$ cat src/rtl/bin_to_bcd_stream_conv.sv
// bin_to_bcd_stream_conv
//   Sequential binary-to-BCD converter using shift-and-add-3 (double dabble).
//   One binary word is accepted per transaction on a valid/ready input. The
//   NUM_DIGITS packed BCD digits and an overflow flag are returned on a
//   valid/ready output. SHIFTS_PER_CYCLE dabble steps are chained per clock,
//   so a result takes BIN_WIDTH/SHIFTS_PER_CYCLE clocks.
//
// Ports
//   clk, rst                 clock (rising edge), async active-low reset
//   in_valid/in_ready/bin_in input word handshake
//   out_valid/out_ready      result handshake
//   bcd_out                  packed BCD, digit 0 in [3:0]
//   overflow                 value did not fit in NUM_DIGITS digits
//   busy                     conversion in progress
//   sign_out                 input was negative (BIN2BCD_SIGNED_EN only)
//
// Build option
//   BIN2BCD_SIGNED_EN : treat bin_in as two's complement, convert the
//                       magnitude and report the sign on sign_out.

// One double-dabble step: add 3 to every digit >= 5, then shift {bcd, bin}
// left by one. ovf_o is the bit pushed out of the top digit.
module bin_to_bcd_dabble_step #(
  parameter int BIN_WIDTH  = 32,
  parameter int NUM_DIGITS = 10
) (
  input  logic [NUM_DIGITS*4-1:0] bcd_i,
  input  logic [BIN_WIDTH-1:0]    bin_i,
  output logic [NUM_DIGITS*4-1:0] bcd_o,
  output logic [BIN_WIDTH-1:0]    bin_o,
  output logic                    ovf_o
);
  logic [NUM_DIGITS*4-1:0] adj;

  for (genvar d = 0; d < NUM_DIGITS; d++) begin : g_dig
    assign adj[d*4 +: 4] = (bcd_i[d*4 +: 4] >= 4'd5) ? bcd_i[d*4 +: 4] + 4'd3
                                                     : bcd_i[d*4 +: 4];
  end

  assign ovf_o = adj[NUM_DIGITS*4-1];
  assign bcd_o = {adj[NUM_DIGITS*4-2:0], bin_i[BIN_WIDTH-1]};
  assign bin_o = {bin_i[BIN_WIDTH-2:0], 1'b0};
endmodule

module bin_to_bcd_stream_conv #(
  parameter int BIN_WIDTH        = 32,
  parameter int NUM_DIGITS       = 10,
  parameter int SHIFTS_PER_CYCLE = 1
) (
  input  logic                    clk,
  input  logic                    rst,
  input  logic                    in_valid,
  output logic                    in_ready,
  input  logic [BIN_WIDTH-1:0]    bin_in,
  output logic                    out_valid,
  input  logic                    out_ready,
  output logic [NUM_DIGITS*4-1:0] bcd_out,
  output logic                    overflow,
  output logic                    busy
`ifdef BIN2BCD_SIGNED_EN
  ,
  output logic                    sign_out
`endif
);
  localparam int STEPS = BIN_WIDTH / SHIFTS_PER_CYCLE;
  localparam int CW    = $clog2(STEPS + 1);
  localparam logic [CW-1:0] LAST = CW'(STEPS - 1);

  if (BIN_WIDTH % SHIFTS_PER_CYCLE != 0) begin : g_bad_spc
    $error("SHIFTS_PER_CYCLE must divide BIN_WIDTH");
  end

  typedef enum logic [1:0] {IDLE, CONVERT, DONE} state_t;
  state_t state, state_nxt;

  logic [NUM_DIGITS*4-1:0] bcd_acc;
  logic [BIN_WIDTH-1:0]    bin_sr;
  logic                    ovf_acc;
  logic [CW-1:0]           cnt;
  logic [BIN_WIDTH-1:0]    load_val;

  // Combinational chain of SHIFTS_PER_CYCLE steps fed from the working regs.
  logic [SHIFTS_PER_CYCLE:0][NUM_DIGITS*4-1:0] bcd_ch;
  logic [SHIFTS_PER_CYCLE:0][BIN_WIDTH-1:0]    bin_ch;
  logic [SHIFTS_PER_CYCLE-1:0]                 ovf_ch;
  logic                                        step_ovf;
  logic                                        last_step;

  assign bcd_ch[0] = bcd_acc;
  assign bin_ch[0] = bin_sr;

  for (genvar s = 0; s < SHIFTS_PER_CYCLE; s++) begin : g_step
    bin_to_bcd_dabble_step #(
      .BIN_WIDTH (BIN_WIDTH),
      .NUM_DIGITS(NUM_DIGITS)
    ) u_step (
      .bcd_i(bcd_ch[s]),
      .bin_i(bin_ch[s]),
      .bcd_o(bcd_ch[s+1]),
      .bin_o(bin_ch[s+1]),
      .ovf_o(ovf_ch[s])
    );
  end

  assign step_ovf  = |ovf_ch;
  assign last_step = (cnt == LAST);

`ifdef BIN2BCD_SIGNED_EN
  // Negation in BIN_WIDTH bits: the most negative value maps to its own
  // unsigned pattern, which is exactly its magnitude.
  assign load_val = bin_in[BIN_WIDTH-1] ? (~bin_in + 1'b1) : bin_in;
`else
  assign load_val = bin_in;
`endif

  always_ff @(posedge clk or negedge rst) begin
    if (!rst) state <= IDLE;
    else      state <= state_nxt;
  end

  always_comb begin
    state_nxt = state;
    in_ready  = 1'b0;
    busy      = 1'b0;
    out_valid = 1'b0;
    case (state)
      IDLE: begin
        in_ready = 1'b1;
        if (in_valid) state_nxt = CONVERT;
      end
      CONVERT: begin
        busy = 1'b1;
        if (last_step) state_nxt = DONE;
      end
      DONE: begin
        out_valid = 1'b1;
        if (out_ready) state_nxt = IDLE;
      end
      default: state_nxt = IDLE;
    endcase
  end

  // Outputs only capture the final step, so intermediate accumulator
  // values never reach bcd_out/overflow.
  always_ff @(posedge clk or negedge rst) begin
    if (!rst) begin
      bcd_acc  <= '0;
      bin_sr   <= '0;
      ovf_acc  <= 1'b0;
      cnt      <= '0;
      bcd_out  <= '0;
      overflow <= 1'b0;
`ifdef BIN2BCD_SIGNED_EN
      sign_out <= 1'b0;
`endif
    end else begin
      case (state)
        IDLE: if (in_valid) begin
          bin_sr  <= load_val;
          bcd_acc <= '0;
          ovf_acc <= 1'b0;
          cnt     <= '0;
`ifdef BIN2BCD_SIGNED_EN
          sign_out <= bin_in[BIN_WIDTH-1];
`endif
        end
        CONVERT: begin
          bcd_acc <= bcd_ch[SHIFTS_PER_CYCLE];
          bin_sr  <= bin_ch[SHIFTS_PER_CYCLE];
          ovf_acc <= ovf_acc | step_ovf;
          cnt     <= cnt + CW'(1);
          if (last_step) begin
            bcd_out  <= bcd_ch[SHIFTS_PER_CYCLE];
            overflow <= ovf_acc | step_ovf;
          end
        end
        default: ;
      endcase
    end
  end
endmodule
$ cat config.mk
export PLATFORM = sky130hd
export DESIGN_NAME = bin_to_bcd_stream_conv
export DESIGN_NICKNAME = d
export VERILOG_FILES = /design/src/rtl/bin_to_bcd_stream_conv.sv
export SDC_FILE = /design/constraint.sdc
export NUM_CORES = 1
export LEC_CHECK = 0
export BUFFER_PORTS_ARGS = -buffer_cell sky130_fd_sc_hd__buf_2
export CAP_MARGIN = 25
export CELL_PAD_IN_SITES_DETAIL_PLACEMENT = 0
export CELL_PAD_IN_SITES_GLOBAL_PLACEMENT = 2
export CORE_UTILIZATION = 40
export DETAILED_ROUTE_END_ITERATION = 8
export PLACE_DENSITY = 0.86
export SYNTH_ARGS = -nofsm -noshare
export SYNTH_HDL_FRONTEND = slang
export SYNTH_SLANG_ARGS = --single-unit
$ cat constraint.sdc
create_clock -name clk -period 5.5 [get_ports clk]
set_clock_uncertainty 0.2 [all_clocks]
set_input_delay 0.275 -clock clk [delete_from_list [all_inputs] [get_ports clk]]
set_output_delay 0.275 -clock clk [all_outputs]
set_load 0.05 [all_outputs]
==> out/results.tsv <==
metric	value	unit
synthSimpleGateAreaFrac	0.1257	
critPathCaptureType	output port	
final_core_util	0.4878	
synthToLayoutAreaGrowth	19.13	%
critical_path_buf_inv_count	3	
grt_util_all_layers	0.1800	
ys_types	35	
hold_violations	0	
grt_start_max_net_pins	73	
total_power	0.004932	W
clockRootBuffer	sky130_fd_sc_hd__clkbuf_16	
cts_sinks	122	
count_of_standard_cell_rows	44	
rsz0062_at_grt	no	
globalplace.congestion	0.7634	
dpl.hpwl	7.849	mm
grt_pass1_wl	21.13	mm
chipHeight	124.0	um
maxClockFrequency	336.5	MHz
globalRoute.totalOverflow	0	
crit_path_top_delay_cell	sky130_fd_sc_hd__dfrtp_1	
remaining_drc_errors	0	
final_layout_size_suffix_gt1_frac	0.2164	
post_synth_fa_ha_maj_area_fraction	0.04415	
synth.cells.most_frequent	sky130_fd_sc_hd__dfrtp_1, sky130_fd_sc_hd__a21oi_1, sky130_fd_sc_hd__nor3b_1	
crit_chain	nand2b_2 -> inv_1 -> buf_4 -> buf_2	
cts_buffer_depth	2	
synth-seq-area-share	0.5130	
max_stage_delay	0.59	ns
worst_supply_voltage_drop_on_vdd	0.2665	mV
floorplan.die.width	124.0	um
syn_area	5951	um^2
clk_transition_reported_paths	0.06	ns
yosys-top-cells-area	sky130_fd_sc_hd__dfrtp_1, sky130_fd_sc_hd__a21oi_1, sky130_fd_sc_hd__nor3b_1	
routed_length_per_placed_instance	15.19	um
synth_top_area_share	0.5130	
max_cap_viol_count	0	
die_area	15370	um^2
critical_path_class	reg -> out	
fraction_of_the_mapped_netlist_area_in_compound_gates	0.1865	
synth.largest_area_cell	sky130_fd_sc_hd__dfrtp_1	
core_region_area	14530	um^2
drt-total-wl	12.62	mm
synthXorXnorAreaFrac	0.01472	
leakage	3.254	nW
ant_nets	0	
timing.critical_path.arrival	2.50	ns
cts_max_level	4	
number_of_antenna_violations_at_the_first_check_in_global_routing	1	
post_cts_resized	0	
synth.mux.area_fraction	0.06791	
slew_violations	0	
worst-endpoint-required	5.03	ns
min-delay-path-class	in -> reg	
start_util	0.4094	
yosysWarnings	0	
async_reset_ff_frac	1.000	
power_density	695.7	nW/um^2
synth-main-ff-cell	sky130_fd_sc_hd__dfrtp_1	
crit_path_time_final	2.972	ns
viasPerCell	5.254	
setup_tns	0	ns
synthesis.nets	620	
run_status	finished clean	
worstPathMaxFanout	37	
max-slew-margin-rel	0.3931	
routed-via-count	4366	
report.final.setup_viol	0	
numCtsBuffers	17	
postCtsSetupBuffers	0	
syn-instance-count	563	
drtIter0Drc	274	
count_of_state_elements_after_synthesis	122	
io_buffers	79	
grt_pass1_vias	4298	
syn_area_per_cell	10.57	um^2
detailedRoute.firstPassIterationCount	4	
post_synth_edffs	0	
synth_top_family_by_area	compound AO/OA/AOI/OAI gates	
clock_latency	0.41	ns
tritoncts	done	
worstMarginPinSlew	0.9104	ns
nNetsFinal	691	
timing.final.crit_share	0.5403	
io_pins	80	
num_antenna_cells	0	
critical_path.top_delay_family	buffers and inverters	
yosysMostFrequentCell	sky130_fd_sc_hd__dfrtp_1	
critical_path.startpoint_type	register	
## metrics by stage
stage | setup slack (ns) | instance area [um^2] | instances | hold slack [ns]
4_1_cts | 2.211 | 7047 | 829 | 0.08175
3_3_place_gp | 2.448 | 6419 | 794 | 0.2647
3_5_place_dp | 2.402 | 6439 | 795 | 0.2715
6_report | 2.529 | 7089 | 831 | 0.1008
5_1_grt | 2.395 | 7089 | 831 | 0.09043
2_1_floorplan | 3.531 | 5951 | 563 | -0.2206
## final cells by class
type / count / area, um^2
Tap cell: 184 / 230.2
Fill cell: 1345 / 7445
Multi-Input combinational cell: 380 / 2613
Clock inverter: 9 / 120.1
Sequential cell: 122 / 3054
Timing Repair Buffer: 88 / 510.5
Clock buffer: 23 / 467.9
Inverter: 25 / 93.84
## tightest hold or removal path: stages
cell and delay (ns):
sky130_fd_sc_hd__buf_2 0.09, sky130_fd_sc_hd__nor3b_1 0.12, sky130_fd_sc_hd__a21oi_1 0.10, sky130_fd_sc_hd__o21ai_0 0.08
## routing by layer
| metal | track usage | share of wire |
|---|---|---|
| met1 | 0.2366 | 0.48 |
| met3 | 0.05723 | 0.062 |
| met5 | 0 | 0.00079 |
| met4 | 0.07143 | 0.0094 |
| met2 | 0.2750 | 0.44 |
## kinds of logic after synthesis
family	count (synthesis)
mux	31
flops	122
buf+inv	61
compound gates	186
fa+ha+maj	21
simple gates	132
xor+xnor	10
## timing repair
| item | in CTS | in global routing |
|---|---|---|
| endpoints found under the setup margin | 0 | 0 |
| endpoints found under the hold margin | 72 | 0 |
| hold buffers | 2 | 0 |
## report_power, final
group | switching [W] | leakage (nW) | internal, W | total (W)
sequential | 0.000315 | 1.56 | 0.00131 | 0.00162
clock | 0.000387 | 0.294 | 0.000731 | 0.00112
combinational | 0.00134 | 1.40 | 0.000849 | 0.00219
total | 0.00205 | 3.25 | 0.00289 | 0.00493
## worst paths after layout
path                            start           to  slack (ns)  cells past startpoint
max                          state[1]         busy        2.53                      4
min reg2reg                bin_sr[30]   bin_sr[30]        0.28                      2
min                        bin_in[12]   bin_sr[12]        0.10                      4
max reg2reg                  state[1]  bcd_out[29]        2.72                      4
max in group asynchronous         rst     state[0]        3.49                      3
min in group asynchronous         rst   bcd_out[1]        0.34                      2
## layout by cell type, fill, tap and decap left out, types with 3 or more instances in the layout
| cell type | count |
|---|---|
| sky130_fd_sc_hd__dfrtp_1 | 121 |
| sky130_fd_sc_hd__a21oi_1 | 81 |
| sky130_fd_sc_hd__buf_2 | 78 |
| sky130_fd_sc_hd__nor3b_1 | 51 |
| sky130_fd_sc_hd__o21ai_0 | 49 |
| sky130_fd_sc_hd__nand2_1 | 35 |
| sky130_fd_sc_hd__inv_1 | 25 |
| sky130_fd_sc_hd__nor2_1 | 25 |
| sky130_fd_sc_hd__a22o_1 | 21 |
| sky130_fd_sc_hd__ha_1 | 21 |
| sky130_fd_sc_hd__mux2_4 | 18 |
| sky130_fd_sc_hd__clkbuf_16 | 17 |
| sky130_fd_sc_hd__nand2b_1 | 11 |
| sky130_fd_sc_hd__o31ai_1 | 11 |
| sky130_fd_sc_hd__mux2i_1 | 10 |
| sky130_fd_sc_hd__xnor2_1 | 10 |
| sky130_fd_sc_hd__a32o_1 | 10 |
| sky130_fd_sc_hd__o22ai_1 | 9 |
| sky130_fd_sc_hd__clkinv_2 | 6 |
| sky130_fd_sc_hd__buf_4 | 5 |
| sky130_fd_sc_hd__clkbuf_1 | 4 |
| sky130_fd_sc_hd__mux2_2 | 3 |
| sky130_fd_sc_hd__bufinv_16 | 3 |
## sequential cells by signal (all words and copies together) (netlist names)
register	count
ovf_acc	1
state	2
bcd_acc	40
bcd_out	40
cnt	6
bin_sr	32
overflow	1
No activity file was read; power rests on OpenSTA's default activity.
